`src/rtl/add6_pkg.sv`:
```
// Shared widths, synchroniser limits and FSM state type for the 6-bit adder operand sequencer.
package add6_pkg;

  localparam int unsigned OP_W     = 6;
  localparam int unsigned RES_W    = 7;
  localparam int unsigned SYNC_MIN = 2;
  localparam int unsigned SYNC_MAX = 3;

  typedef enum logic [2:0] {
    StIdle  = 3'd0,
    StGotA  = 3'd1,
    StIssue = 3'd2,
    StWait  = 3'd3,
    StShow  = 3'd4
  } state_e;

  // Keeps an out-of-range depth from producing a zero-width or oversized chain.
  function automatic int unsigned clamp_sync(input int unsigned n);
    if (n < SYNC_MIN) return SYNC_MIN;
    if (n > SYNC_MAX) return SYNC_MAX;
    return n;
  endfunction

endpackage

```
`src/rtl/strobe_sync.sv`:
```
// Multi-flop synchroniser for the asynchronous strobe pin followed by a rising-edge detector.
module strobe_sync #(
  parameter int unsigned STAGES = 2
) (
  input  logic i_clk,
  input  logic i_rst,
  input  logic i_strobe,
  output logic o_evt
);

  logic [STAGES-1:0] r_sync;
  logic              r_edge;

  always_ff @(posedge i_clk) begin
    if (i_rst) begin
      r_sync <= '0;
      r_edge <= 1'b0;
    end else begin
      r_sync <= {r_sync[STAGES-2:0], i_strobe};
      r_edge <= r_sync[STAGES-1];
    end
  end

  assign o_evt = r_sync[STAGES-1] & ~r_edge;

endmodule

```
`src/rtl/add6_operand_seq.sv`:
```
// Operand sequencer ahead of the 6-bit adder: captures A, then B/cin, issues them, holds the result.
// Optional running-sum mode is enabled by defining ADD6_ACCUM_EN.
module add6_operand_seq
  import add6_pkg::*;
#(
  parameter int unsigned SYNC_STAGES = 2
) (
  input  logic             i_clk,
  input  logic             i_rst,
  input  logic [OP_W-1:0]  i_din,
  input  logic             i_strobe,
  input  logic             i_cin_pin,
  output logic [OP_W-1:0]  o_op_a,
  output logic [OP_W-1:0]  o_op_b,
  output logic             o_op_cin,
  output logic             o_op_valid,
  input  logic             i_op_ready,
  input  logic [RES_W-1:0] i_res_in,
  input  logic             i_res_valid_in,
  output logic [RES_W-1:0] o_res_out,
  output logic             o_res_done,
  output logic [2:0]       o_state_dbg
);

  localparam int unsigned SyncN = clamp_sync(SYNC_STAGES);

  logic w_stb_evt;

  strobe_sync #(
    .STAGES(SyncN)
  ) u_strobe_sync (
    .i_clk    (i_clk),
    .i_rst    (i_rst),
    .i_strobe (i_strobe),
    .o_evt    (w_stb_evt)
  );

  state_e            r_state;
  state_e            w_state_nxt;
  logic [OP_W-1:0]   r_op_a;
  logic [OP_W-1:0]   r_op_b;
  logic              r_op_cin;
  logic [RES_W-1:0]  r_res_out;
  logic              r_res_done;

  logic w_load_a;
  logic w_load_b;
  logic w_load_res;
  logic w_clr_done;
`ifdef ADD6_ACCUM_EN
  logic w_load_acc;
`endif

  always_comb begin
    w_state_nxt = r_state;
    w_load_a    = 1'b0;
    w_load_b    = 1'b0;
    w_load_res  = 1'b0;
    w_clr_done  = 1'b0;
`ifdef ADD6_ACCUM_EN
    w_load_acc  = 1'b0;
`endif
    unique case (r_state)
      StIdle: begin
        if (w_stb_evt) begin
          w_load_a    = 1'b1;
          w_state_nxt = StGotA;
        end
      end
      StGotA: begin
        if (w_stb_evt) begin
          w_load_b    = 1'b1;
          w_state_nxt = StIssue;
        end
      end
      StIssue: begin
        if (i_op_ready) w_state_nxt = StWait;
      end
      StWait: begin
        if (i_res_valid_in) begin
          w_load_res  = 1'b1;
          w_state_nxt = StShow;
        end
      end
      StShow: begin
        if (w_stb_evt) begin
`ifdef ADD6_ACCUM_EN
          // Previous sum becomes operand A; the strobed value is the next addend.
          w_load_acc  = 1'b1;
          w_state_nxt = StIssue;
`else
          w_load_a    = 1'b1;
          w_clr_done  = 1'b1;
          w_state_nxt = StGotA;
`endif
        end
      end
      default: w_state_nxt = StIdle;
    endcase
  end

  always_ff @(posedge i_clk) begin
    if (i_rst) begin
      r_state    <= StIdle;
      r_op_a     <= '0;
      r_op_b     <= '0;
      r_op_cin   <= 1'b0;
      r_res_out  <= '0;
      r_res_done <= 1'b0;
    end else begin
      r_state <= w_state_nxt;
      if (w_load_a) r_op_a <= i_din;
      if (w_load_b) begin
        r_op_b   <= i_din;
        r_op_cin <= i_cin_pin;
      end
`ifdef ADD6_ACCUM_EN
      if (w_load_acc) begin
        r_op_a     <= r_res_out[OP_W-1:0];
        r_op_b     <= i_din;
        r_op_cin   <= i_cin_pin;
        r_res_done <= 1'b0;
      end
`endif
      if (w_load_res) begin
        r_res_out  <= i_res_in;
        r_res_done <= 1'b1;
      end else if (w_clr_done) begin
        r_res_done <= 1'b0;
      end
    end
  end

  assign o_op_a      = r_op_a;
  assign o_op_b      = r_op_b;
  assign o_op_cin    = r_op_cin;
  assign o_op_valid  = (r_state == StIssue);
  assign o_res_out   = r_res_out;
  assign o_res_done  = r_res_done;
  assign o_state_dbg = r_state;

endmodule
```
`config.mk`:
```
export PLATFORM = sky130hd
export DESIGN_NAME = add6_operand_seq
export DESIGN_NICKNAME = d
export VERILOG_FILES = /design/src/rtl/add6_pkg.sv /design/src/rtl/strobe_sync.sv /design/src/rtl/add6_operand_seq.sv
export SDC_FILE = /design/constraint.sdc
export NUM_CORES = 1
export LEC_CHECK = 0
export CAP_MARGIN = 20
export CORE_AREA = 2 2 52 54
export DETAILED_ROUTE_END_ITERATION = 8
export DIE_AREA = 0 0 54 56
export PLACE_DENSITY_LB_ADDON = 0.05
export SLEW_MARGIN = 20
export SYNTH_ARGS = -nofsm -noshare
export SYNTH_HDL_FRONTEND = slang
export SYNTH_HIERARCHICAL = 1
export SYNTH_SLANG_ARGS = --single-unit
```
`constraint.sdc`:
```
create_clock -name i_clk -period 2.3 [get_ports i_clk]
set_input_delay 0.46 -clock i_clk [delete_from_list [all_inputs] [get_ports i_clk]]
set_output_delay 0.46 -clock i_clk [all_outputs]
set_load 0.005 [all_outputs]
```
==> run metrics, run 1 <==
reg2reg setup slack between 0.7 and 0.8 ns; Syn. warnings 6; share of layout cells above drive strength 1 between 7 and 8%; Layout Cells excl Fill approximately 180; H-tree levels 1; I/O pins 44; Max stage delay cell, worst path dfxtp_1; Leak Pwr a little over 0.0005 uW; buffers and inverters on the worst path 1; clock tree buffer depth 2; crit path kind reg2out; register area share after synthesis approximately 53%; synthesized net count about 120; global-route wire length before repair 3450 um; Initial Utilization between 40 and 50%; max incr delay on CP 0.56 ns; GPL Wtd Cong ~0.63; CORE AREA roughly 2400 um2; post-synthesis cell area 1020 um2; Antenna Cells 0; setup TNS 0 ns; # DRC 0; worst vdd ir around 330 uV; Hold Buf Count CTS 0; leading area contributor after synthesis dfxtp_1; # nets final approximately 170; die area between 3000 and 4000 um2; Clock Sinks 27; synth-to-layout area growth 45.4%; critical path capture point type output pin; Setup Skew just over 0.003 ns; Post-Place Cells about 170; outcome complete, no violations; slew margin rel. about three quarters; shortest period the worst path allows slightly above 2 ns; hold depth 1; f_max approximately 500 MHz; Critical Path Source Type register; Max-cap violations 0; drt first pass iters 4; CP max FO 11; CTS tree done; Die W between 50 and 60 um; hold slack around 0.46 ns; #FFs+latches synth 27; postcts setup bufs 0; Tot Pwr between 700 and 800 uW; final max-slew violation count 0; clock transition at the registers of the reported paths about 0.15 ns; Least-Margin Pin Slew between 0.3 and 0.4 ns; Die H 56 um; via/cell ratio 4.82; R2R depth 5; Row Count 18; Crit path depth 2; cell count after synthesis 103; power density over the cells a little over 500 nW/um2; GRT Total Usage approximately 15%; ranking of synthesized cells by area dfxtp_1, mux2i_1, nand2_1, nor2_1, a21oi_1; DPL Wire Length around 1500 um; CP Data Required Time roughly 1.8 ns; Buffers on Ports 43; delay-heaviest family, CP flip-flops; mean post-synth cell area 9.92 um2; vias in the first global route between 700 and 800; final hold viol count 0; Clock Latency Late Sink approximately 0.33 ns; TritonCTS buffer count 3; 1st-iter DRT viols 7; pin count of the biggest net entering global routing 28; share of the synthesized area in the top cell type 52.9%; DR WL/cell around 12 um; ANT nets after route 0; Fillers 220; initial antenna violation count 0; Setup Viol. Count Final 0; Hold Crit Start u_strobe_sync/r_sync[0]; gr ovfl total 0; Final Cycle Share between 80 and 90%; Clock Root Buffer clkbuf_4; Final Core Density 61.1%; synth unique cells 23; RSZ-0062 raised after global routing no; reg2reg start u_strobe_sync/r_sync[1]; Gates resized, CTS repair 0; vias around 840; Hold Crit Class reg2reg; hold worst-path end u_strobe_sync/r_sync[1]; Detailed Route WL 2180 um; critical path arrival 1.56 ns; capturing point of the worst reg2reg path o_op_a[2]; crit path cell chain and2_1 > clkdlybuf4s50_1
-- sequential cells by signal (all words and copies together), names as in the netlist --
signal	count
o_op_a	6
o_op_b	6
o_op_cin	1
o_res_done	1
o_res_out	7
o_state_dbg	3
u_strobe_sync/r_edge	1
u_strobe_sync/r_sync	2
-- logic make-up after synthesis --
logic type / Yosys count / share of synthesized area, %
simple gates: 43 / 21.5
buf+inv: 7 / 5.26
compound gates: 12 / 6.61
mux: 14 / 13.7
flops: 27 / 52.9
-- report_power, final --
group	leakage, uW	switching (uW)	internal [uW]	total [uW]
combinational	0.000274	25.0	47.8	72.8
sequential	0.000218	5.79	476	481
clock	0.0000139	150	66.5	216
-- synth_stat cells --
cell and number:
nand2_1 15, buf_4 1, nor2b_2 1, and2_1 1, nand3b_1 1, nor2b_1 3
a21oi_2 1, buf_2 1, nor3b_1 1, nand4b_1 1, and4bb_2 1, clkbuf_1 2
nor2_1 15, a21oi_1 9, mux2i_1 14, buf_6 3, dfxtp_1 27, a31oi_1 1
and3b_1 1, nor3_1 1, or4b_4 1, a211oi_1 1, and4b_1 1
-- cells in the final DEF (no fill, tap or decap), types with 2 or more instances in the layout --
master | netlist | final
nor2b_1 | 3 | 3
buf_4 | 1 | 2
clkdlybuf4s50_1 | 0 | 43
nor2_1 | 15 | 15
mux2i_1 | 14 | 14
clkbuf_4 | 0 | 3
nand2_1 | 15 | 15
a21oi_1 | 9 | 9
dfxtp_1 | 27 | 27
-- metrics by stage --
stage	worst slack, ns	instance area (um2)
3_5_place_dp	0.575	1460
2_1_floorplan	1.10	1020
3_3_place_gp	0.610	1460
4_1_cts	0.282	1490
6_report	0.283	1490
5_1_grt	0.176	1490
-- worst max-delay path by stage --
stage | start | endpoint | slack [ns]
2_1_floorplan | o_state_dbg[1] | o_op_b[0] | 1.10
3_3_place_gp | i_res_valid_in | o_res_out[1] | 0.61
3_5_place_dp | i_res_valid_in | o_res_out[3] | 0.58
4_1_cts | o_state_dbg[1] | o_op_valid | 0.28
5_1_grt | o_state_dbg[1] | o_op_valid | 0.18
6_report | o_state_dbg[1] | o_op_valid | 0.28
-- layer usage --
metal	up-vias	GRT usage [%]	part of all wire (%)
met5	-	0	0
met3	2	2.69	7.4
met2	33	24.0	47
met4	0	6.43	0.55
li1	426	-	-
met1	383	19.5	45
-- worst reg2reg max path: stages, from the launching register on --
cell,delay (ns)
dfxtp_1,0.35
nor2b_2,0.20
nor3b_2,0.39
buf_4,0.24
mux2i_1,0.19
nor2_1,0.05
-- layout make-up --
class | count | area, um2 | area share, %
Clock buffer | 3 | 22.5 | 1.52
Clock inverter | 1 | 7.51 | 0.505
Tap cell | 30 | 37.5 | 2.53
Multi-Input combinational cell | 69 | 433 | 29.1
Sequential cell | 27 | 541 | 36.4
Timing Repair Buffer | 45 | 445 | 30.0
Power figures use the tool's default switching activity.
==> inputs of run 2 (changes only) <==
CORE_AREA = 2 2 48 58   (was 2 2 52 54)
DIE_AREA = 0 0 50 60   (was 0 0 54 56)
GPL_TIMING_DRIVEN = 0   (was unset)
==> run metrics, run 2 (synthesized netlist as in run 1, its figures left out) <==
outcome complete, no violations; capturing point of the worst reg2reg path o_op_a[2]; # DRC 0; Final Core Density around 61%; Fillers between 200 and 250; CORE AREA 2480 um2; Layout Cells excl Fill roughly 180; worst vdd ir between 300 and 400 uV; Buffers on Ports 43; Post-Place Cells 179; Die W 50 um; Critical Path Source Type register; shortest period the worst path allows around 2 ns; drt first pass iters 4; share of layout cells above drive strength 1 about 8.0%; max reg flops 7; Antenna Cells 0; RSZ-0062 raised after global routing no; crit path kind reg2out; die area 3000 um2; CP max FO 9; 1st-iter DRT viols 14; Max-cap violations 0; vias in the first global route 845; Leak Pwr 0.000525 uW; final hold viol count 0; most frequent cells in the layout clkdlybuf4s50_1, dfxtp_1, nor2_1, nand2_1, mux2i_1; setup TNS 0 ns; hold worst-path end u_strobe_sync/r_sync[1]; Hold Crit Class reg2reg; synth-to-layout area growth 48.7%; I/O pins 44; GRT Total Usage 15.6%; initial antenna violation count 0; postcts setup bufs 0; critical path arrival 1.54 ns; Clock Latency Late Sink about 0.31 ns; R2R depth 5; vias just under 900; design area roughly 1500 um2; power density over the cells around 490 nW/um2; Setup Viol. Count Final 0; Clock Root Buffer clkbuf_4; Gates resized, CTS repair 0; most common cell after layout, fill and taps aside clkdlybuf4s50_1; H-tree levels 1; fin worst setup slack around 0.30 ns; gr ovfl total 0; Hold Crit Start u_strobe_sync/r_sync[0]; Detailed Route WL between 2000 and 2500 um; Place WS 0.494 ns; Clock Sinks 27; Setup Skew 0.00246 ns; placed cell area 1490 um2; # nets final 170; critical path capture point type output pin; Hold Buf Count CTS 0; pin count of the biggest net entering global routing 15; reg2reg setup slack 0.95 ns; f_max approximately 500 MHz; CTS tree done; hold depth 1; Die H 60 um; DPL Wire Length 1610 um; reg2reg start u_strobe_sync/r_sync[1]; clock transition at the registers of the reported paths about 0.13 ns; global-route wire length before repair approximately 3600 um; final max-slew violation count 0; CP Data Required Time 1.84 ns; TritonCTS buffer count 3; DR WL/cell 11.7 um; slew margin rel. about two thirds; ANT nets after route 0; via/cell ratio ~4.8; GPL Wtd Cong slightly above 0.7; Initial Utilization 41.3%; Final Cycle Share slightly below 90%; clock tree buffer depth 2; Row Count 20; Least-Margin Pin Slew approximately 0.49 ns
## run 2: cell types whose count changed in the layout (fill, tap and decap cells not counted), sizes merged
cell | before | now
clkinvlp | 1 | 0
clkbuf | 3 | 6
buf | 2 | 5
## run 2: stage by stage
step | power (uW) | hold WS (ns)
2_1_floorplan | 516 | 0.414
3_3_place_gp | 565 | 0.417
3_5_place_dp | 567 | 0.428
4_1_cts | 763 | 0.458
5_1_grt | 788 | 0.467
6_report | 752 | 0.451
## run 2: layout make-up
cell class	instances	area, um2	area share [%]
sequential	27	541	35.6
timing repair buffer	43	430	28.3
multi-input combinational	69	428	28.1
buffer	7	53.8	3.54
tap	33	41.3	2.72
clock buffer	4	26.3	1.73
## run 2: worst max path at each step
stage,cells after the start,endpoint,slack [ns],from
after floorplan,5,o_op_b[0],1.10,o_state_dbg[1]
after global placement,3,o_op_b[1],0.53,i_rst
after detailed placement,3,o_op_b[2],0.49,i_rst
after CTS,4,o_op_valid,0.28,o_state_dbg[0]
after global routing,4,o_op_valid,0.20,o_state_dbg[0]
final,4,o_op_valid,0.30,o_state_dbg[0]
## run 2: worst max-delay path, stage by stage, from the launching register on
cell	delay, ns
dfxtp_1	0.34
buf_6	0.13
nor2_1	0.13
and2_1	0.14
clkdlybuf4s50_1	0.49
## run 2: power breakdown
group          total (uW)  switching (uW)  internal (uW)
combinational        77.6            28.1           49.6
sequential            479            3.56            475
clock                 196             128           67.7
total                 752             160            593
## run 2: routing by layer
| layer | up-vias | global-route usage [%] | part of all wire (%) |
|---|---|---|---|
| met5 | - | 0 | 0 |
| met4 | 0 | 7.14 | 0.88 |
| met3 | 2 | 4.00 | 6.0 |
| met2 | 24 | 26.7 | 50 |
| met1 | 408 | 18.3 | 43 |
| li1 | 439 | - | - |
